File: config.mk
export PLATFORM = sky130hd
export DESIGN_NAME = lfsr53_rev_seq
export DESIGN_NICKNAME = d
export VERILOG_FILES = /design/src/rtl/simeck_pkg.sv /design/src/rtl/lfsr5_bidir.sv /design/src/rtl/lfsr53_rev_seq.sv
export SDC_FILE = /design/constraint.sdc
export NUM_CORES = 1
export LEC_CHECK = 0
export CAP_MARGIN = 20
export CORE_MARGIN = 1.5
export CORE_UTILIZATION = 48
export DETAILED_ROUTE_END_ITERATION = 12
export GPL_TIMING_DRIVEN = 1
export PLACE_DENSITY = 0.77
export SYNTH_ARGS = -nofsm -noshare
export SYNTH_HDL_FRONTEND = slang
export SYNTH_SLANG_ARGS = --single-unit
File: constraint.sdc
create_clock -name clk -period 1.75 [get_ports clk]
set_input_delay 0.35 -clock clk [delete_from_list [all_inputs] [get_ports clk]]
set_output_delay 0.35 -clock clk [all_outputs]
set_load 0.01 [all_outputs]
File: src/rtl/simeck_pkg.sv
// Shared definitions for the 5-bit round-constant LFSR and its reverse-order sequencer.
package simeck_pkg;

  localparam int unsigned StateW = 5;
  localparam logic [StateW-1:0] InitDefault = 5'b10011;

  typedef enum logic [1:0] {
    StIdle    = 2'd0,
    StPrescan = 2'd1,
    StEmit    = 2'd2,
    StDone    = 2'd3
  } state_e;

  function automatic logic [StateW-1:0] lfsr5_fwd(input logic [StateW-1:0] s);
    return {s[1] ^ s[0], s[4:1]};
  endfunction

  // Exact inverse of lfsr5_fwd: recovers the predecessor state.
  function automatic logic [StateW-1:0] lfsr5_rev(input logic [StateW-1:0] s);
    return {s[3:0], s[4] ^ s[0]};
  endfunction

endpackage

File: src/rtl/lfsr5_bidir.sv
// 5-bit LFSR state register that can load INIT or step forward/backward.
module lfsr5_bidir
  import simeck_pkg::*;
#(
  parameter logic [StateW-1:0] INIT = InitDefault
) (
  input  logic              clk_i,
  input  logic              reset_i,
  input  logic              load_i,
  input  logic              fwd_i,
  input  logic              rev_i,
  output logic [StateW-1:0] s_o
);

  logic [StateW-1:0] s_d, s_q;

  // load wins; the controller never asserts fwd and rev together.
  always_comb begin
    s_d = s_q;
    if (load_i) begin
      s_d = INIT;
    end else if (fwd_i) begin
      s_d = lfsr5_fwd(s_q);
    end else if (rev_i) begin
      s_d = lfsr5_rev(s_q);
    end
  end

  always_ff @(posedge clk_i) begin
    if (reset_i) begin
      s_q <= INIT;
    end else begin
      s_q <= s_d;
    end
  end

  assign s_o = s_q;

endmodule

File: src/rtl/lfsr53_rev_seq.sv
// Emits the LFSR round constants in reverse round order: prescan forward, then step backward.
module lfsr53_rev_seq
  import simeck_pkg::*;
#(
  parameter int unsigned       ROUNDS = 32,
  parameter logic [StateW-1:0] INIT   = InitDefault
) (
  input  logic       clk,
  input  logic       reset,
  input  logic       start,
  input  logic       z_ready,
  output logic       z,
  output logic       z_valid,
  output logic [4:0] round_idx,
  output logic       busy,
  output logic       done
);

  localparam logic [4:0] LastIdx = 5'(ROUNDS - 1);
  // cnt value seen on the (ROUNDS-1)th prescan step.
  localparam logic [4:0] LastCnt = 5'(ROUNDS - 2);

  state_e     state_d, state_q;
  logic [4:0] cnt_d, cnt_q;
  logic [4:0] idx_d, idx_q;
  logic       lfsr_load, lfsr_fwd, lfsr_rev;
  logic [StateW-1:0] s;

  lfsr5_bidir #(
    .INIT(INIT)
  ) u_lfsr (
    .clk_i  (clk),
    .reset_i(reset),
    .load_i (lfsr_load),
    .fwd_i  (lfsr_fwd),
    .rev_i  (lfsr_rev),
    .s_o    (s)
  );

  always_comb begin
    state_d   = state_q;
    cnt_d     = cnt_q;
    idx_d     = idx_q;
    lfsr_load = 1'b0;
    lfsr_fwd  = 1'b0;
    lfsr_rev  = 1'b0;
    unique case (state_q)
      StIdle: begin
        if (start) begin
          lfsr_load = 1'b1;
          cnt_d     = 5'd0;
          idx_d     = LastIdx;
          state_d   = (ROUNDS == 1) ? StEmit : StPrescan;
        end
      end
      StPrescan: begin
        lfsr_fwd = 1'b1;
        cnt_d    = cnt_q + 5'd1;
        if (cnt_q == LastCnt) begin
          state_d = StEmit;
        end
      end
      StEmit: begin
        if (z_ready) begin
          if (idx_q == 5'd0) begin
            state_d = StDone;
          end else begin
            lfsr_rev = 1'b1;
            idx_d    = idx_q - 5'd1;
          end
        end
      end
      StDone: begin
        state_d = StIdle;
      end
      default: begin
        state_d = StIdle;
      end
    endcase
  end

  always_ff @(posedge clk) begin
    if (reset) begin
      state_q <= StIdle;
      cnt_q   <= 5'd0;
      idx_q   <= 5'd0;
    end else begin
      state_q <= state_d;
      cnt_q   <= cnt_d;
      idx_q   <= idx_d;
    end
  end

  assign z         = s[0];
  assign z_valid   = (state_q == StEmit);
  assign round_idx = idx_q;
  assign busy      = (state_q == StPrescan) || (state_q == StEmit);
  assign done      = (state_q == StDone);

endmodule

==> run_results.csv, run 1 <==
group,metric,value,unit
run_status,status,"finished clean",
drt,wl_per_cell,14.78,um
global_routing,track_usage,0.2131,
clocking,cts_tree,"built",
floorplanning,core-area,0.001982,mm2
yosys,syn-instance-count,118,
clocking,cts_buffer_depth,2,
floorplanning,die_w,49.26,um
setup_path,worstPathArrival,1.93,ns
timing,tightest_slew,0.4064,ns
timing,postLayoutSetupSlackWorst,0.02973,ns
finish,diodes,0,
timing,hold_viol,0,
flow_run,maxCapViolCount,0,
setup_path,crit_fanout,7,
drt,firstDrtPassIters,4,
timing,fin_crit,1.720,ns
timing,max_freq,0.5813,GHz
yosys,dominantRegCellSynth,"dfxtp_1",
min_path,hold_class,"reg2reg",
setup_path,worstSetupStartpointType,"flip-flop",
min_path,worstHoldPathCells,2,
placement,pre_cts_ws,-0.08570,ns
placement,globalplace.congestion,0.7700,
floorplanning,row_count,16,
finish,syn2layout_area_growth,32.77,%
setup_path,end_kind,"flip-flop",
yosys,ys_seq_area_frac,0.3313,
clocking,clkLatencyLatePin,0.29,ns
timing,rsz0062_at_grt,"true",
yosys,synthesis.area,0.001027,mm2
yosys,async_reset_ff_frac,0,
drt,routed_wl,2.498,mm
yosys,synth.avg_cell_area,8.705,um2
timing,skew,0.002141,ns
yosys,synth_edf_count,0,
yosys,yosys_warnings,0,
clocking,clk_pin_slew,0.11,ns
setup_path,crit_type,"reg2reg",
yosys,yosysUniqueCellTypes,36,
power,leakagePower,0.5218,nW
placement,dp_cells,161,
floorplanning,die_area,0.002427,mm2
global_routing,grt_pass1_vias,953,
clocking,cts_buffers,3,
clocking,htree_levels,1,
yosys,ys_ff_latch,17,
drt,ant_nets,0,
yosys,yosys-top-cells-area,"dfxtp_1, ha_1, a2111oi_4",
placement,port_buffers,12,
floorplanning,dieHeight,49.26,um
yosys,synth_area_leader_cell,"dfxtp_1",
finish,drive_above_1_share,0.2958,
yosys,synth_common_cells,"dfxtp_1, nor2_1, inv_1",
finish,seqCellArea,350.3,um2
placement,dp_hpwl,1.788,mm
timing,finalCritPeriodShare,0.9830,
timing,finalSetupViolations,0,
global_routing,grt_pass1_wl,4.160,mm
floorplanning,pin_count,13,
finish,multiInputGateArea,700.7,um2
setup_path,required,1.96,ns
yosys,synth.top_cell.area_share,0.3313,
yosys,synth_most_common_cell,"dfxtp_1",
power,ir_drop,1229,uV
timing,relSlewSlack,0.7273,
finish,n_fill_cell,138,
timing,tns,0,ns
finish,nets,154,
drt,dr_total_vias,1014,
timing,maxSlewViolCount,0,
finish,fin_cells,169,
drt,viasPerCell,6.000,
global_routing,grt_start_max_net_pins,22,
drt,drtIter0Drc,16,
drt,drc,0,
floorplanning,start_util,0.5183,
global_routing,antenna_found_initial,0,
setup_path,r2r_cells,6,
yosys,syn-num-nets,129,
global_routing,overflow,0,
clocking,clockRootBuffer,"clkbuf_4",
clocking,cts_sinks,17,
power,p_per_area,1703,mW/mm2
## metal layers
metal	global-route usage	part of all wire	vias to the layer above
met4	0.05714	0.0080	0
met2	0.3761	0.51	30
met5	0	0	-
met1	0.2599	0.44	486
li1	-	-	494
met3	0.04294	0.038	4
## path summary, 6_finish.rpt
check | start | to | slack [ns]
min | cnt_q[0] | cnt_q[0] | 0.50
min reg2reg | cnt_q[0] | cnt_q[0] | 0.50
max reg2reg | state_q[0] | round_idx[2] | 0.03
max | state_q[0] | round_idx[2] | 0.03
## final cells by class
class	count	area share
sequential	17	0.2569
clock inverter	1	0.003670
clock buffer	3	0.01651
inverter	8	0.02202
timing repair buffer	26	0.1624
multi-input combinational	87	0.5138
tap	27	0.02477
## what timing repair did
action	4_1_cts	5_1_grt
endpoints found under the setup margin	5	14
resized for setup	6	12
hold buffers	0	0
pin swaps	2	8
endpoints found under the hold margin	0	0
buffers inserted	0	4
## power breakdown
part / internal, W / total [W] / switching (W) / leakage, nW
Sequential: 0.000529 / 0.000670 / 0.000142 / 0.141
Combinational: 0.000713 / 0.00143 / 0.000717 / 0.363
Clock: 0.0000851 / 0.000222 / 0.000137 / 0.0177
Total: 0.00133 / 0.00232 / 0.000996 / 0.522
## through the flow
step / hold WS (ns) / utilization / instance area, um2 / power, W
6_report: 0.5032 / 0.6881 / 1364 / 0.002323
5_1_grt: 0.5296 / 0.6881 / 1364 / 0.002472
4_1_cts: 0.5045 / 0.6484 / 1285 / 0.002130
3_5_place_dp: 0.4890 / 0.6301 / 1249 / 0.001918
3_3_place_gp: 0.4796 / 0.6301 / 1249 / 0.001850
2_1_floorplan: 0.4124 / - / 1054 / 0.001445
## worst max-delay path, cell delays in order, from the launching register on
cell       delay, ns
dfxtp_2         0.35
inv_2           0.06
ha_4            0.18
and4bb_4        0.21
a2111oi_4       0.39
o21ai_1         0.13
a221oi_1        0.31
## sequential cells by signal, indices dropped and copies added (netlist names)
name        cells
cnt_q           5
state_q         2
round_idx       5
u_lfsr.s_o      5
## kinds of logic (layout without fill, tap and decap cells)
group,Yosys count,after routing,share of synthesized area
AND/OR/NAND/NOR,53,53,0.2996
AO/OA/AOI/OAI,26,26,0.2156
adder cells (fa/ha/maj),7,7,0.08526
buffers and inverters,14,38,0.05967
XOR/XNOR,1,1,0.008528
flip-flops,17,17,0.3313
## cells in the final DEF (no fill, tap or decap), types with 4 or more instances in the layout
master,netlist,final
buf_4,0,14
dfxtp_1,17,13
clkdlybuf4s50_1,0,9
nor2_1,9,8
nor4_1,7,7
nor3_1,7,7
inv_1,8,5
nand2_1,6,5
a21oi_1,4,4
ha_1,7,4
(Power assumes the default switching activity.)
==> run 2: changes to the inputs <==
- HOLD_SLACK_MARGIN: not set -> 0.06
==> results of run 2 <==
No change in the layout: final DEF, timing and power equal those of run 1.
